[src/rtl/load_store_unit.sv]
// Single-outstanding load/store unit: issues one memory request per op,
// writes load data back to the register file, and aborts on a 16-cycle ack timeout.
module load_store_unit (
  input  logic        clock_i,
  input  logic        reset_i,
  input  logic        enable_i,
  input  logic        isLoad_i,
  input  logic [4:0]  wbAddress_i,
  input  logic [15:0] pOperand_i,
  input  logic [15:0] sOperand_i,
  output logic        busy_o,
  output logic        overrun_o,
  output logic        memReq_o,
  output logic        memWe_o,
  output logic [15:0] memAddr_o,
  output logic [15:0] memWData_o,
  input  logic        memAck_i,
  input  logic [15:0] memRData_i,
  output logic        wbEnable_o,
  output logic [4:0]  wbAddress_o,
  output logic [15:0] wbData_o,
  output logic        error_o
);

  localparam int unsigned AW = 16;
  localparam int unsigned DW = 16;
  localparam int unsigned RW = 5;
  localparam int unsigned TW = 4;
  localparam logic [TW-1:0] TMO_MAX = '1;

  typedef enum logic [1:0] {IDLE, REQ, WB} state_e;

  state_e        state_q, state_d;
  logic [TW-1:0] tmo_q, tmo_d;
  logic          is_load_q, is_load_d;
  logic [RW-1:0] wb_addr_lat_q, wb_addr_lat_d;
  logic          busy_q, busy_d;
  logic          overrun_q, overrun_d;
  logic          mem_req_q, mem_req_d;
  logic          mem_we_q, mem_we_d;
  logic [AW-1:0] mem_addr_q, mem_addr_d;
  logic [DW-1:0] mem_wdata_q, mem_wdata_d;
  logic          wb_en_q, wb_en_d;
  logic [RW-1:0] wb_addr_q, wb_addr_d;
  logic [DW-1:0] wb_data_q, wb_data_d;
  logic          error_q, error_d;

  // Next-state and registered-output computation
  always_comb begin
    state_d       = state_q;
    tmo_d         = tmo_q;
    is_load_d     = is_load_q;
    wb_addr_lat_d = wb_addr_lat_q;
    overrun_d     = 1'b0;
    mem_req_d     = mem_req_q;
    mem_we_d      = mem_we_q;
    mem_addr_d    = mem_addr_q;
    mem_wdata_d   = mem_wdata_q;
    wb_en_d       = 1'b0;
    wb_addr_d     = wb_addr_q;
    wb_data_d     = wb_data_q;
    error_d       = 1'b0;

    case (state_q)
      IDLE: begin
        if (enable_i) begin
          is_load_d     = isLoad_i;
          wb_addr_lat_d = wbAddress_i;
          mem_req_d     = 1'b1;
          mem_we_d      = !isLoad_i;
          mem_addr_d    = pOperand_i;
          mem_wdata_d   = sOperand_i;
          tmo_d         = '0;
          state_d       = REQ;
        end
      end
      REQ: begin
        overrun_d = enable_i;
        // An ack in the final timeout cycle still wins over the timeout
        if (memAck_i) begin
          mem_req_d = 1'b0;
          mem_we_d  = 1'b0;
          if (is_load_q) begin
            wb_data_d = memRData_i;
            wb_addr_d = wb_addr_lat_q;
            wb_en_d   = 1'b1;
            state_d   = WB;
          end else begin
            state_d = IDLE;
          end
        end else if (tmo_q == TMO_MAX) begin
          mem_req_d = 1'b0;
          mem_we_d  = 1'b0;
          error_d   = 1'b1;
          state_d   = IDLE;
        end else begin
          tmo_d = tmo_q + TW'(1);
        end
      end
      WB: begin
        overrun_d = enable_i;
        state_d   = IDLE;
      end
      default: state_d = IDLE;
    endcase

    busy_d = (state_d != IDLE);
  end

  always_ff @(posedge clock_i) begin
    if (reset_i) begin
      state_q       <= IDLE;
      tmo_q         <= '0;
      is_load_q     <= 1'b0;
      wb_addr_lat_q <= '0;
      busy_q        <= 1'b0;
      overrun_q     <= 1'b0;
      mem_req_q     <= 1'b0;
      mem_we_q      <= 1'b0;
      mem_addr_q    <= '0;
      mem_wdata_q   <= '0;
      wb_en_q       <= 1'b0;
      wb_addr_q     <= '0;
      wb_data_q     <= '0;
      error_q       <= 1'b0;
    end else begin
      state_q       <= state_d;
      tmo_q         <= tmo_d;
      is_load_q     <= is_load_d;
      wb_addr_lat_q <= wb_addr_lat_d;
      busy_q        <= busy_d;
      overrun_q     <= overrun_d;
      mem_req_q     <= mem_req_d;
      mem_we_q      <= mem_we_d;
      mem_addr_q    <= mem_addr_d;
      mem_wdata_q   <= mem_wdata_d;
      wb_en_q       <= wb_en_d;
      wb_addr_q     <= wb_addr_d;
      wb_data_q     <= wb_data_d;
      error_q       <= error_d;
    end
  end

  assign busy_o      = busy_q;
  assign overrun_o   = overrun_q;
  assign memReq_o    = mem_req_q;
  assign memWe_o     = mem_we_q;
  assign memAddr_o   = mem_addr_q;
  assign memWData_o  = mem_wdata_q;
  assign wbEnable_o  = wb_en_q;
  assign wbAddress_o = wb_addr_q;
  assign wbData_o    = wb_data_q;
  assign error_o     = error_q;

endmodule

[config.mk]
export PLATFORM = sky130hd
export DESIGN_NAME = load_store_unit
export DESIGN_NICKNAME = d
export VERILOG_FILES = /design/src/rtl/load_store_unit.sv
export SDC_FILE = /design/constraint.sdc
export NUM_CORES = 1
export LEC_CHECK = 0
export CAP_MARGIN = 20
export CELL_PAD_IN_SITES_DETAIL_PLACEMENT = 0
export CELL_PAD_IN_SITES_GLOBAL_PLACEMENT = 1
export CORE_MARGIN = 2
export CORE_UTILIZATION = 45
export CTS_CLUSTER_DIAMETER = 150
export DETAILED_ROUTE_END_ITERATION = 8
export DONT_BUFFER_PORTS = 1
export GPL_TIMING_DRIVEN = 0
export PLACE_DENSITY = 0.89
export SYNTH_ARGS = -nofsm -noshare
export SYNTH_HDL_FRONTEND = slang
export SYNTH_SLANG_ARGS = --single-unit
[constraint.sdc]
create_clock -name clock_i -period 4.25 [get_ports clock_i]
set_clock_uncertainty 0.15 [all_clocks]
set_input_delay 0.6375 -clock clock_i [delete_from_list [all_inputs] [get_ports clock_i]]
set_output_delay 0.6375 -clock clock_i [all_outputs]
set_load 0.005 [all_outputs]
# Yosys cells after proc, flatten, opt, wreduce, memory -nomap -nowiden
# Index checks and enable logic that the tools add are counted.
[classes]
reduce_logical = 12
n_mux = 17
addsub = 1
bitwise = 3
n_eq_ne = 7
[ops]
columns = ["operator", "n"]
rows = [
  ["two-way mux 4 bit", 3],
  ["two-way mux 2 bit", 4],
  ["case mux 4 bit (2 select lines)", 1],
  ["two-way mux 1 bit", 6],
  ["!= test 2 bit, second input constant", 3],
  ["AND reduction 3 bit", 2],
  ["OR reduction 3 bit", 2],
  ["adder 4 x 1 -> 4 bit, second input constant", 1],
  ["== test 4 bit, second input constant", 1],
  ["case mux 1 bit (2 select lines)", 2],
  ["case mux 2 bit (2 select lines)", 1],
  ["AND reduction 4 bit", 1],
  ["nonzero test 2 bit", 2],
  ["OR reduction 2 bit", 2],
  ["!= test 3 bit, second input constant", 1],
  ["NOT 1 bit", 3],
  ["== test 2 x 1 -> 1 bit, second input constant", 1],
  ["== test 2 bit, second input constant", 1],
  ["zero test 2 bit", 1],
  ["AND reduction 2 bit", 1],
  ["zero test 1 bit", 1],
]
[word_totals]
register_bits = 71
wordCells = 54
out_inout_bits = 59
inputBits = 58

# Longest topological paths before layout
# Gate-level depths: netlist of the first run.
[depth]
depth_word = 5
depth_mapped = 8
depth_no_buf = 5

# Worst setup path after synthesis of the first run
# No wires, ideal clock.
[synth_timing]
kind = "flip-flop to flip-flop"
startpoint = "register state_q[1]"
endpoint = "register busy_q, in the netlist busy_o"
synth_period_minus_slack_ns = 1.545
stages_incl_launch_ff = 7
path_slack_ns = 2.705
required_time_ns = 3.969
setup_ns = 0.131
n_path_buf = 1
arrival_ns = 1.264
cell_sequence = "dfxtp_1 inv_1 ha_1 buf_2 and2b_4 a221oi_2 a221oi_2"
[synth_via]
elab_chain_cells = 4
word_cells_on_any_way = 7
cone_classes = "eq/ne (1); mux (4); reduce/logical (2)"
[synth_lines]
columns = ["item", "line_no", "rtl"]
rows = [
  ["from (decl)", "33", "state_e state_q, state_d;"],
  ["from (signal assigned)", "127", "state_q <= state_d;"],
  ["two-way mux 2 bit", "91", "end else if (tmo_q == TMO_MAX) begin"],
  ["two-way mux 2 bit", "80", "if (memAck_i) begin"],
  ["case mux 2 bit (2 select lines) (*)", "64", "case (state_q)"],
  ["nonzero test 2 bit (*)", "107", "busy_d = (state_d != IDLE);"],
  ["to (signal assigned)", "131", "busy_q <= busy_d;"],
  ["to (decl)", "37", "logic busy_q, busy_d;"],
]
# Every way passes the cells marked *; elsewhere a longest branch is shown, timed or not.
# A chain may end at the register's enable or synchronous reset.

# Worst setup path after layout of the first run
[layout_timing]
startpoint = "register state_q[1]"
endpoint = "register mem_we_q, in the netlist memWe_o"
[layout_via]
elab_chain_cells = 3
word_cells_on_any_way = 7
cone_classes = "eq/ne (3); mux (1); reduce/logical (3)"
[layout_lines]
columns = ["item", "line_no", "rtl"]
rows = [
  ["== test 2 x 1 -> 1 bit or zero test 2 bit (tied branches)", "64", ""],
  ["!= test 3 bit (no source line) (tied with other cells)", "-", ""],
  ["AND reduction 3 bit (no source line)", "-", ""],
  ["to (signal assigned)", "134", "mem_we_q <= mem_we_d;"],
  ["to (decl)", "40", "logic mem_we_q, mem_we_d;"],
]
# Several ways; a longest one is shown, not always the timed one.

==> results of run 1 <==
==> routing by layer <==
layer	part of all wire	vias to the layer above	routed length, um
met3	0.12	11	689
met4	0.019	0	110
met1	0.43	960	2470
met2	0.43	86	2480
li1	-	1093	-
met5	0	-	0
==> flip-flops by register name, summed over array words and instances (netlist names), 2 cells and up <==
| name | count |
|---|---|
| memAddr_o | 16 |
| memWData_o | 16 |
| wbData_o | 16 |
| wbAddress_o | 5 |
| wb_addr_lat_q | 5 |
| tmo_q | 4 |
| state_q | 2 |
==> area by class of cell <==
type | instances | share of cell area
clock buffers | 13 | 0.0528
multi-input cells | 225 | 0.365
plain buffers | 24 | 0.0503
flip-flops and latches | 71 | 0.473
inverters | 5 | 0.00624
clock inverters | 3 | 0.0216
well taps | 75 | 0.0312
==> worst min-delay path by stage <==
stage	to	slack, ns	depth (start not counted)
after floorplan	wbAddress_o[0]	0.28	2
after global placement	wbAddress_o[2]	0.29	2
after detailed placement	wbAddress_o[2]	0.30	2
after CTS	wbData_o[6]	0.26	2
after global routing	memWData_o[3]	0.27	2
final	wbData_o[3]	0.28	2
==> metrics by stage <==
step | hold WS, ns | util | instance area, um^2 | power, mW
3_3_place_gp | 0.292 | 0.476 | 2780 | 0.848
6_report | 0.281 | 0.514 | 3010 | 1.43
5_1_grt | 0.266 | 0.514 | 3010 | 1.50
3_5_place_dp | 0.295 | 0.476 | 2780 | 0.852
2_1_floorplan | 0.282 | - | 2690 | 0.823
4_1_cts | 0.259 | 0.514 | 3010 | 1.45
==> power breakdown <==
group          switching [mW]  leakage, nW  internal (mW)  total [mW]
combinational          0.0696        0.413         0.0458       0.115
clock                   0.237        0.114          0.362       0.599
sequential             0.0232        0.579          0.696       0.720
==> worst max-delay path, delay by kind of cell, from the launching register on <==
kind                       cells  cell delay [ns]
buffers and inverters          2             0.25
AOI/OAI and AO/OA              2             0.42
adders and majority gates      1             0.19
DFF                            1             0.38
and+or+nand+nor                1             0.19
==> layout by cell type (no fill, tap or decap) <==
| master | instances |
|---|---|
| and2b_4 | 1 |
| o21ai_1 | 1 |
| nand3_1 | 6 |
| a31oi_1 | 1 |
| mux2i_1 | 5 |
| ha_1 | 3 |
| nor2b_1 | 2 |
| buf_1 | 4 |
| nand2_2 | 1 |
| buf_4 | 6 |
| o31ai_1 | 1 |
| buf_2 | 7 |
| o211ai_1 | 1 |
| nor2_1 | 2 |
| clkbuf_1 | 5 |
| o32ai_1 | 3 |
| nand2_1 | 121 |
| and3_1 | 2 |
| a211oi_1 | 2 |
| a221oi_2 | 2 |
| clkbuf_8 | 11 |
| a31o_2 | 1 |
| bufinv_16 | 2 |
| inv_1 | 5 |
| a21oi_1 | 62 |
| dfxtp_1 | 71 |
| nor3b_1 | 1 |
| and2_4 | 1 |
| o21a_1 | 1 |
| clkinv_2 | 1 |
| buf_6 | 4 |
| nand3b_1 | 5 |
==> logic make-up after synthesis <==
logic type | after synthesis | synth area share
buf+inv | 29 | 0.0633
mux | 5 | 0.0186
compound gates | 75 | 0.158
fa+ha+maj | 3 | 0.0140
flops | 71 | 0.528
simple gates | 142 | 0.218
==> impl_metrics.yaml, run 1 <==
drt:
  drcViolationCount: 0
  ant_nets: 0
  wl_um: 5760
  dr.pass1.iters: 4
  vias_per_cell: 5.17
  via_count: 2150
  routedWlPerCell_um: 13.8
  drt_iter0_drc: 90
sta:
  min_period_over_period: 0.403
  fmax_ghz: 0.584
  finalHoldViolCount: 0
  final.setup.tns_ns: 0
  worst_slack_ns: 2.54
  slew_violations: 0
  setup_viol: 0
  max_slew_margin: 0.676
  period_needed_ns: 1.71
  worst_slew_pin_slew_ns: 0.486
  grt_setup_unrepaired: "false"
cts:
  cts_hold_buf: 0
  numCtsBuffers: 9
  clock_sinks: 71
  clk_pin_slew_ns: 0.07
  clock_path_buffers: 2
  insertion_delay_ns: 0.33
  post_cts_buffers: 0
  htreeDepth: 3
  ctsResizeCount: 0
  root_buffer: "clkbuf_8"
  cts_tree: "done"
logic_synthesis:
  syn-num-nets: 386
  synth_seq_cells: 71
  synth_flop_cell: "dfxtp_1"
  yosysWarningCount: 0
  synth.avg_cell_area_um2: 8.28
  yosysTopAreaCell: "dfxtp_1"
  ys_async_sr_fraction: 0
  synthDistinctLibCells: 29
  synth_cells: 325
  synth_top_area_frac: 0.528
  syn_area_um2: 2690
  yosysSeqAreaShare: 0.528
  synth_edf_count: 0
  synthTopCellsByCount: "121 x nand2_1, 71 x dfxtp_1, 62 x a21oi_1, 7 x buf_2"
  synth_most_common_cell: "nand2_1"
  synthTopCellsByArea: "dfxtp_1 53%, nand2_1 17%, a21oi_1 12%, mux2i_1 1.9%, buf_4 1.7%"
floorplan:
  pin_count: 117
  start_util: 0.460
  die_x_um: 81.3
  die_area_um2: 6610
  rows: 28
  core-area_um2: 5850
  dieHeight_um: 81.3
layout:
  instances_no_fill: 416
  drive_gt1_frac: 0.109
  multi_input_comb_area_um2: 1100
  regArea_um2: 1420
  fillerInstances: 577
  insertedDiodeCount: 0
  area_growth_pct: 11.8
  nNetsFinal: 397
critical_path:
  rr_worst_depth: 6
  cp-startpoint: "state_q[1]"
  cp.arrival_ns: 1.76
  crit_type: "register to register"
  end_kind: "register"
  reg2reg_to: "memWe_o"
  cpPeakStageDelay_ns: 0.38
  slowest_stage: "dfxtp_1"
  critPathLaunchType: "register"
  crit_required_ns: 4.30
  path_max_fanout: 10
  crit_path_end: "memWe_o"
  r2r_slack_ns: 2.54
  reg2reg_from: "state_q[1]"
  path_cells: "inv_1, ha_1, buf_2, and2b_4, a21oi_1, o32ai_1"
global_route:
  grt_use_met1: 0.207
  top_usage_layer: "met2"
  groute.usage.overall: 0.173
  antenna_found_initial: 0
  grt_start_max_net_pins: 12
  met3_usage: 0.0811
  grt_pass1_wl_um: 8660
  grt_pass1_vias: 1894
  grt_overflow_total: 0
  use_met2: 0.254
worst_hold_path:
  hold_path.startpoint: "memRData_i[3]"
  hold_class: "input pin to register"
placement:
  gp_congestion: 0.776
  placed_cells: 400
  dpl.hpwl_um: 4150
  placement.io_buffers: 0
  place_ws_ns: 2.58
power:
  powerDensity_nw_per_um2: 477
  ir_drop_mv: 0.245
  p_leak_nw: 1.11
flow_run:
  cap_violations: 0
run_status:
  status: "complete, no violations"
(Power assumes the default switching activity.)
==> run 2, diff against run 1 <==
--- a/config.mk
+++ b/config.mk
@@ -9,12 +9,12 @@
 export CELL_PAD_IN_SITES_DETAIL_PLACEMENT = 0
 export CELL_PAD_IN_SITES_GLOBAL_PLACEMENT = 1
 export CORE_MARGIN = 2
-export CORE_UTILIZATION = 45
+export CORE_UTILIZATION = 39
 export CTS_CLUSTER_DIAMETER = 150
 export DETAILED_ROUTE_END_ITERATION = 8
 export DONT_BUFFER_PORTS = 1
 export GPL_TIMING_DRIVEN = 0
-export PLACE_DENSITY = 0.89
+export PLACE_DENSITY = 0.83
 export SYNTH_ARGS = -nofsm -noshare
 export SYNTH_HDL_FRONTEND = slang
 export SYNTH_SLANG_ARGS = --single-unit
==> constraint.sdc (replaced) <==
create_clock -name clock_i -period 1.5 [get_ports clock_i]
set_clock_uncertainty 0.15 [all_clocks]
set_input_delay 0.225 -clock clock_i [delete_from_list [all_inputs] [get_ports clock_i]]
set_output_delay 0.225 -clock clock_i [all_outputs]
set_load 0.005 [all_outputs]
==> run 2 against run 1 <==
Compared with the run above:
- the flow now finishes with violations (setup timing)
- cell count rose by 17%
- hold slack got worse by 0.23 ns
- count of clock-buffer cells in the layout fell by 2
- global-route usage rose by 1.2 points
- total power rose to 3.1 times the previous value
- maximum frequency rose by 8.5%
- combinational power rose to 5.2 times the previous value
- die area rose by 15%
- clock power rose to 2.9 times the previous value
- routed wire length rose by 28%
- non-clock buffer count rose by 64
- critical path depth rose by 2
- largest cell class unchanged
- largest power group unchanged
- highest routed layer unchanged
==> impl_metrics.yaml, run 2 (synthesized netlist as in run 1, its figures left out) <==
global_route:
  grt_pass1_vias: 2364
  grt_overflow_total: 0
  antenna_found_initial: 0
  grt_pass1_wl_um: 10900
  groute.usage.overall: 0.185
  grt_start_max_net_pins: 13
critical_path:
  crit_required_ns: 1.55
  path_max_fanout: 6
  r2r_slack_ns: -0.08
  cp.arrival_ns: 1.63
  end_kind: "register"
  crit_type: "register to register"
  critPathLaunchType: "register"
power:
  p_int_mw: 3.31
  p_clk_frac: 0.397
  power_frac_seq: 0.467
  power_mw: 4.38
  p_leak_nw: 1.44
  combPwrFrac: 0.136
  p_switching_mw: 1.07
  powerDensity_nw_per_um2: 1120
  ir_drop_mv: 0.771
  sw_frac_of_total: 0.244
cts:
  clock_path_buffers: 2
  cts_tree: "done"
  clock_sinks: 71
  clk_pin_slew_ns: 0.08
  insertion_delay_ns: 0.34
  numCtsBuffers: 9
  htreeDepth: 3
  root_buffer: "clkbuf_8"
sta:
  setup_viol: 29
  period_needed_ns: 1.58
  grt_setup_unrepaired: "true"
  fmax_ghz: 0.634
  slew_violations: 0
  worst_slack_ns: -0.0767
  finalHoldViolCount: 0
  worst_slew_pin_slew_ns: 0.604
  min_period_over_period: 1.05
  max_slew_margin: 0.597
placement:
  placement.io_buffers: 0
  dpl.hpwl_um: 4320
  place_ws_ns: -0.311
  gp_congestion: 0.718
drt:
  routedWlPerCell_um: 15.2
  vias_per_cell: 5.21
  wl_um: 7390
  drt_iter0_drc: 87
  ant_nets: 0
  dr.pass1.iters: 4
  via_count: 2526
  drcViolationCount: 0
floorplan:
  die_area_um2: 7580
  dieHeight_um: 87.1
  rows: 30
  core-area_um2: 6720
  pin_count: 117
  start_util: 0.400
  die_x_um: 87.1
layout:
  insertedDiodeCount: 0
  nNetsFinal: 461
  area_growth_pct: 45.9
  final_cell_mix: "109 x nand2_1, 69 x dfxtp_1, 55 x dlygate4sd3_1, 50 x a21oi_1, 12 x nand2_2"
  drive_gt1_frac: 0.215
  final_common_cell: "nand2_1"
flow_run:
  cap_violations: 0
worst_hold_path:
  hold_class: "input pin to register"
run_status:
  status: "finished with violations"
  violations: "setup timing"
## run 2: routing by layer
metal | vias up | track usage | wire, um
met5 | - | 0 | 0
met4 | 0 | 0.0568 | 64
met3 | 8 | 0.0957 | 685
met2 | 101 | 0.307 | 3660
met1 | 1194 | 0.206 | 2980
li1 | 1223 | - | -
## run 2: final cells by class
class                      count  area, um^2
fill                         568        2790
sequential                    71        1430
multi-input combinational    225        1280
timing repair buffer          64         647
buffer                        24         220
clock buffer                  11         151
tap                           80         100
clock inverter                 5        80.1
inverter                       5        23.8
## run 2: worst max-delay path, cell delays in order, from the launching register on
cell	delay, ns
dfxtp_4	0.39
inv_4	0.05
ha_4	0.15
buf_6	0.13
and2_4	0.17
buf_8	0.13
buf_6	0.13
nand2_2	0.07
a21oi_2	0.05
## run 2: final timing paths
path / startpoint / endpoint / cells past startpoint
setup / recovery: state_q[0] / memAddr_o[14] / 8
hold reg to reg: wb_addr_lat_q[1] / wbAddress_o[1] / 2
setup reg to reg: state_q[0] / memAddr_o[14] / 8
hold / removal: memAck_i / wbData_o[0] / 3
## run 2: repair_timing
action                                  4_1_cts  5_1_grt
setup buffers                                 4        3
cloned                                        3        0
pin swaps                                     4       13
resized for setup                            24       48
hold buffers                                 54        1
endpoints found under the hold margin        54        2
endpoints found under the setup margin       67       65
## run 2: power groups by stage
stage | sequential, mW | clock [mW] | combinational (mW)
2_1_floorplan | 2.06 | 0 | 0.270
3_3_place_gp | 2.08 | 0 | 0.327
3_5_place_dp | 2.08 | 0 | 0.335
4_1_cts | 2.04 | 1.78 | 0.520
5_1_grt | 2.06 | 1.86 | 0.653
6_report | 2.05 | 1.74 | 0.596
## run 2: metrics by stage
step / util / hold slack, ns / TNS [ns] / area, um^2 / std cells
2_1_floorplan: - / 0.211 / -0.161 / 2690 / 325
3_5_place_dp: 0.416 / 0.217 / -6.64 / 2790 / 405
5_1_grt: 0.584 / 0.0581 / -3.03 / 3930 / 485
4_1_cts: 0.553 / 0.00426 / -0.925 / 3710 / 482
6_report: 0.584 / 0.0511 / -1.10 / 3930 / 485
3_3_place_gp: 0.416 / 0.213 / -5.59 / 2790 / 405
